==> src/rtl/bcd_convert_sched.sv <==
// Shared iterative binary-to-BCD converter (double-dabble) serving two requesters
// through a round-robin req/ack front end and a tagged, strobed result register.
module bcd_convert_sched #(
    parameter int W = 8,
    parameter int D = 3
) (
    input  logic           clk,
    input  logic           rst,
    input  logic           req0,
    input  logic [W-1:0]   din0,
    output logic           ack0,
    input  logic           req1,
    input  logic [W-1:0]   din1,
    output logic           ack1,
    output logic           busy,
    output logic           valid,
    output logic           ch,
    output logic [4*D-1:0] bcd
);
    localparam int CW = (W > 1) ? $clog2(W) : 1;

    typedef enum logic {IDLE, SHIFT} state_t;

    state_t         state_q, state_d;
    logic [W-1:0]   sr_q, sr_d;
    logic [4*D-1:0] acc_q, acc_d, acc_adj, acc_sh;
    logic [CW-1:0]  cnt_q, cnt_d;
    logic           last_q, last_d;
    logic           ack0_q, ack0_d, ack1_q, ack1_d;
    logic           busy_q, busy_d, valid_q, valid_d, ch_q, ch_d;
    logic [4*D-1:0] bcd_q, bcd_d;
    logic           grant;

    // Per-digit add-3 correction ahead of the shift; digits never carry into each other.
    for (genvar k = 0; k < D; k++) begin : g_dig
        assign acc_adj[4*k +: 4] = (acc_q[4*k +: 4] >= 4'd5) ? acc_q[4*k +: 4] + 4'd3
                                                              : acc_q[4*k +: 4];
    end

    assign acc_sh = {acc_adj[4*D-2:0], sr_q[W-1]};

    always_comb begin
        state_d = state_q;
        sr_d    = sr_q;
        acc_d   = acc_q;
        cnt_d   = cnt_q;
        last_d  = last_q;
        ack0_d  = 1'b0;
        ack1_d  = 1'b0;
        busy_d  = busy_q;
        valid_d = 1'b0;
        ch_d    = ch_q;
        bcd_d   = bcd_q;
        grant   = 1'b0;
        case (state_q)
            IDLE: begin
                if (req0 || req1) begin
                    // Contention goes to whichever channel was not served last.
                    grant   = (req0 && req1) ? ~last_q : req1;
                    sr_d    = grant ? din1 : din0;
                    acc_d   = '0;
                    cnt_d   = '0;
                    last_d  = grant;
                    ack0_d  = ~grant;
                    ack1_d  = grant;
                    busy_d  = 1'b1;
                    state_d = SHIFT;
                end
            end
            SHIFT: begin
                acc_d = acc_sh;
                sr_d  = sr_q << 1;
                cnt_d = cnt_q + 1'b1;
                if (cnt_q == CW'(W - 1)) begin
                    bcd_d   = acc_sh;
                    ch_d    = last_q;
                    valid_d = 1'b1;
                    busy_d  = 1'b0;
                    cnt_d   = '0;
                    state_d = IDLE;
                end
            end
            default: state_d = IDLE;
        endcase
    end

    always_ff @(posedge clk or posedge rst) begin
        if (rst) begin
            state_q <= IDLE;
            sr_q    <= '0;
            acc_q   <= '0;
            cnt_q   <= '0;
            last_q  <= 1'b1;
            ack0_q  <= 1'b0;
            ack1_q  <= 1'b0;
            busy_q  <= 1'b0;
            valid_q <= 1'b0;
            ch_q    <= 1'b0;
            bcd_q   <= '0;
        end else begin
            state_q <= state_d;
            sr_q    <= sr_d;
            acc_q   <= acc_d;
            cnt_q   <= cnt_d;
            last_q  <= last_d;
            ack0_q  <= ack0_d;
            ack1_q  <= ack1_d;
            busy_q  <= busy_d;
            valid_q <= valid_d;
            ch_q    <= ch_d;
            bcd_q   <= bcd_d;
        end
    end

    assign ack0  = ack0_q;
    assign ack1  = ack1_q;
    assign busy  = busy_q;
    assign valid = valid_q;
    assign ch    = ch_q;
    assign bcd   = bcd_q;
endmodule

==> config.mk <==
export PLATFORM = sky130hd
export DESIGN_NAME = bcd_convert_sched
export DESIGN_NICKNAME = d
export VERILOG_FILES = /design/src/rtl/bcd_convert_sched.sv
export SDC_FILE = /design/constraint.sdc
export NUM_CORES = 1
export LEC_CHECK = 0
export CORE_UTILIZATION = 56
export DETAILED_ROUTE_END_ITERATION = 8
export HOLD_SLACK_MARGIN = 0.15
export PLACE_DENSITY = 0.84
export SLEW_MARGIN = 20
export SYNTH_ARGS = -nofsm -noshare
export SYNTH_HDL_FRONTEND = slang
export SYNTH_SLANG_ARGS = --single-unit
==> constraint.sdc <==
create_clock -name clk -period 2.75 [get_ports clk]
set_clock_uncertainty 0.05 [all_clocks]
set_input_delay 0.55 -clock clk [delete_from_list [all_inputs] [get_ports clk]]
set_output_delay 0.55 -clock clk [all_outputs]
set_load 0.005 [all_outputs]
Word level (Yosys, flattened, before mapping)
Index checks and enable logic that the tools add are counted.
{"block": "word_totals", "register_bits": 42, "elab_cells": 53}
{"block": "classes", "n_mux": 24, "addsub": 4, "n_bitwise": 3, "reduce_logical": 5, "eq_ne": 3, "n_lt_le_gt_ge": 3}
{"cell": "$pmux 12 s2", "n": 1}
{"cell": "$mux 8", "n": 2}
{"cell": "$pmux 8 s2", "n": 1}
{"cell": "$ge 4x3->1 const B", "n": 3}
{"cell": "$mux 12", "n": 1}
{"cell": "$mux 1", "n": 11}
{"cell": "$mux 3", "n": 3}
{"cell": "$add 4x2->4 const B", "n": 2}
{"cell": "$mux 4", "n": 2}
{"cell": "$pmux 3 s2", "n": 1}
{"cell": "$reduce_and 2->1", "n": 3}
{"cell": "$pmux 1 s2", "n": 2}
{"cell": "$add 3x1->3 const B", "n": 1}
{"cell": "$add 3x2->3 const B", "n": 1}
{"cell": "$eq 3x3->1 const B", "n": 1}
{"cell": "$not 1->1", "n": 3}
{"cell": "$ne 2x1->1 const B", "n": 1}
{"cell": "$ne 2x2->1 const B", "n": 1}
{"cell": "$logic_and 1x1->1", "n": 1}
{"cell": "$logic_or 1x1->1", "n": 1}

Logic depth before layout (Yosys ltp)
{"block": "logic_depth", "word_depth": 5, "mapped_depth": 6, "depth_no_buf": 6}

Least setup slack after synthesis
No wires, ideal clock.
{"block": "synth_timing", "path_type": "reg-to-reg", "startpoint": "reg cnt_q[0]", "endpoint": "reg bcd_q[0], in the netlist bcd[0]", "setup_time_ns": 0.128, "arrival_time_ns": 1.314, "synth_period_minus_slack_ns": 1.492, "setup_slack_ns": 1.258, "t_required_ns": 2.572, "n_path_buf": 1, "stages_incl_launch_ff": 6, "path_cell_list": "dfrtp_1 -> ha_1 -> ha_1 -> nand2_1 -> buf_2 -> mux2_1"}
{"block": "synth_between", "elab_chain_len": 2}
{"item": "from (decl)", "line_no": "27", "rtl": "logic [CW-1:0] cnt_q, cnt_d;"}
{"item": "from (signal assigned)", "line_no": "104", "rtl": "cnt_q <= cnt_d;"}
{"item": "$eq 3x3->1", "line_no": "74", "rtl": "if (cnt_q == CW'(W - 1)) begin"}
{"item": "$reduce_and 2->1 (no source line)"}
{"item": "to (signal assigned)", "line_no": "99", "rtl": "bcd_q <= '0;"}
{"item": "to (signal assigned)", "line_no": "111", "rtl": "bcd_q <= bcd_d;"}
{"item": "to (decl)", "line_no": "31", "rtl": "logic [4*D-1:0] bcd_q, bcd_d;"}
No other way between the ends.
A chain may end at the register's enable or synchronous reset.

Worst setup path after layout
{"block": "layout_timing", "startpoint": "reg cnt_q[0]", "endpoint": "reg bcd_q[5], in the netlist bcd[5]"}
The elaborated chain is that of the path after synthesis.

==> run summary <==
Critical Path Sink Type: flip-flop
Clk Latency, worst-skew pair: 0.35 ns
commonest non-fill, non-tap cells in the layout: dfrtp_1 (41), clkdlybuf4s50_1 (36), nand2_1 (18)
Final TNS setup: 0 ns
cts bufs inserted: 5
Hold Violations, Final: 0
Min-Delay Path Class: reg -> reg
Worst Setup Start Kind: flip-flop
Longest Clk Path Bufs: 2
async set-reset flop share out of synthesis: 1.00
VDD IR max: 0.564 mV
Seq/Total Area, Yosys: 0.512
clock sink total: 42
RSZ-0062 raised after global routing: no
f_max: 0.543 GHz
largest net degree at the start of global routing: 43
cell area power density: 1100 nW/µm²
Fin Hold WS: 0.441 ns
initial antenna violation count: 0
Tcrit/Tclk final: 0.670
vias in the first global route: 1511
# rows: 21
Die H: 62.6 µm
required time worst endpoint: 2.95 ns
Comb power frac: 0.476
Fill cells: 246
Clock Power Share: 0.119
Slew @ Worst Pin: 0.509 ns
commonest non-fill, non-tap cell in the layout: dfrtp_1
GRT Total Usage: 0.227
first-pass GRT wire length: 6910 µm
# IOs: 37
Initial Util: 0.602
post-synthesis cell area: 2060 µm²
cts repair resizes: 0
Worst slew margin: 0.660
max_cap viols: 0
cell internal pwr: 0.00172 W
P_sw: 0.00100 W
Net Sw Frac: 0.368
final setup vio count: 0
Post-CTS Setup Inserts: 0
DRT Pass-1 Iters: 4
largest fanout on the critical path: 11
Reg area: 1050 µm²
synthesized flop and latch total: 42
Area Overhead vs Synth: 20.9%
DP HPWL: 2940 µm
n_diodes: 0
# DRC: 0
post-synth cell types: 38
vias: 1523
ANT nets after route: 0
Sequential Power Share: 0.405
PortBufs: 36
syn_nets: 213
die area: 3920 µm²
multi-input logic area: 902 µm²
syn avg cell area: 11.1 µm²
P_leak: 1.15 nW
Vias/cell: 5.66
dominant synthesized flop cell: dfrtp_1
WL/cell: 15.2 µm
ratio of cells with drive above 1 in the final layout: 0.143
fin nets: 250
outcome: complete, no violations
clock root cell: clkbuf_4
synth warn: 0
Worst Path Arrival: 2.04 ns
Post-synth EDFFs: 0
Core Util, Final: 0.727
H-tree depth: 2
Final Slew Violations: 0
gr ovfl total: 0
WL final: 4080 µm
hold buffer count at CTS: 0
TritonCTS clock tree: yes
Reg clk slew, reported paths: 0.12 ns
Setup Crit Path Kind: reg -> reg
Tmin final: 1.84 ns
die width: 62.6 µm
Core Box Area: 3420 µm²
Syn Inst Count: 185
gpl congestion: 0.812
Iteration-0 DRC Markers: 88
total power: 0.00273 W
[metal layers]
| metal | wire length [µm] | global-route usage | vias up |
|---|---|---|---|
| met1 | 1810 | 0.283 | 742 |
| li1 | - | - | 736 |
| met5 | 0 | 0 | - |
| met4 | 86 | 0.0727 | 0 |
| met3 | 114 | 0.0566 | 12 |
| met2 | 2070 | 0.385 | 33 |
[worst max-delay path, stage by stage, from the launching register on]
cell and delay [ns]:
dfrtp_1 0.42, ha_1 0.22, ha_1 0.19, nand2_1 0.33
inv_2 0.20, mux2_4 0.33
[cells by family after synthesis]
logic type                 Yosys count  synth area share
AOI/OAI and AO/OA                   53             0.185
buffers and inverters               18            0.0493
adders and majority gates            8            0.0487
DFF                                 42             0.512
muxes                               12            0.0657
xor gates and xnor gates             3            0.0128
and+or+nand+nor                     49             0.127
[final timing paths]
path                       startpoint  endpoint  slack [ns]  cells after the start
max                          cnt_q[0]    bcd[5]        0.91                      5
min                              busy      busy        0.44                      2
max reg2reg                  cnt_q[0]    bcd[5]        0.91                      5
min reg2reg                      busy      busy        0.44                      2
max in group asynchronous         rst    last_q        1.73                      3
min in group asynchronous         rst  cnt_q[2]        0.56                      3
[cell type report]
cell class	count	area share
clock buffer	7	0.0222
clock inverter	1	0.00201
inverter	10	0.0151
multi-input combinational	125	0.363
sequential	42	0.423
tap	46	0.0232
timing repair buffer	38	0.151
[power by group through the flow]
stage	Sequential (W)	Combinational [W]	Clock, W
6_report	0.00110	0.00130	0.000325
3_5_place_dp	0.00111	0.00130	0
5_1_grt	0.00114	0.00142	0.000359
4_1_cts	0.00110	0.00131	0.000323
3_3_place_gp	0.00110	0.00122	0
2_1_floorplan	0.00108	0.000881	0
[flip-flops by register name, summed over array words and instances, names as in the netlist]
signal and count:
acc_q 12, ch 1, last_q 1, ack1 1, busy 1, bcd 12, valid 1, sr_q 8
state_q 1, ack0 1, cnt_q 3
[cells in the mapped netlist (all sizes together), types with 7 or more instances]
library cell / number / share of area
a21oi: 7 / 0.023
o21ai: 12 / 0.033
ha: 8 / 0.049
nand2: 20 / 0.039
inv: 10 / 0.018
o22ai: 8 / 0.024
o31ai: 8 / 0.029
nor2: 10 / 0.026
buf: 8 / 0.031
mux2: 9 / 0.051
a22o: 13 / 0.058
dfrtp: 41 / 0.50
[through the flow]
stage | worst slack [ns] | cells | area [µm²]
floorplan | 1.18 | 185 | 2060
global placement | 0.662 | 261 | 2420
detailed placement | 0.592 | 261 | 2420
CTS | 0.902 | 269 | 2480
global route | 0.792 | 269 | 2480
finish | 0.907 | 269 | 2480
(Power assumes the default switching activity.)
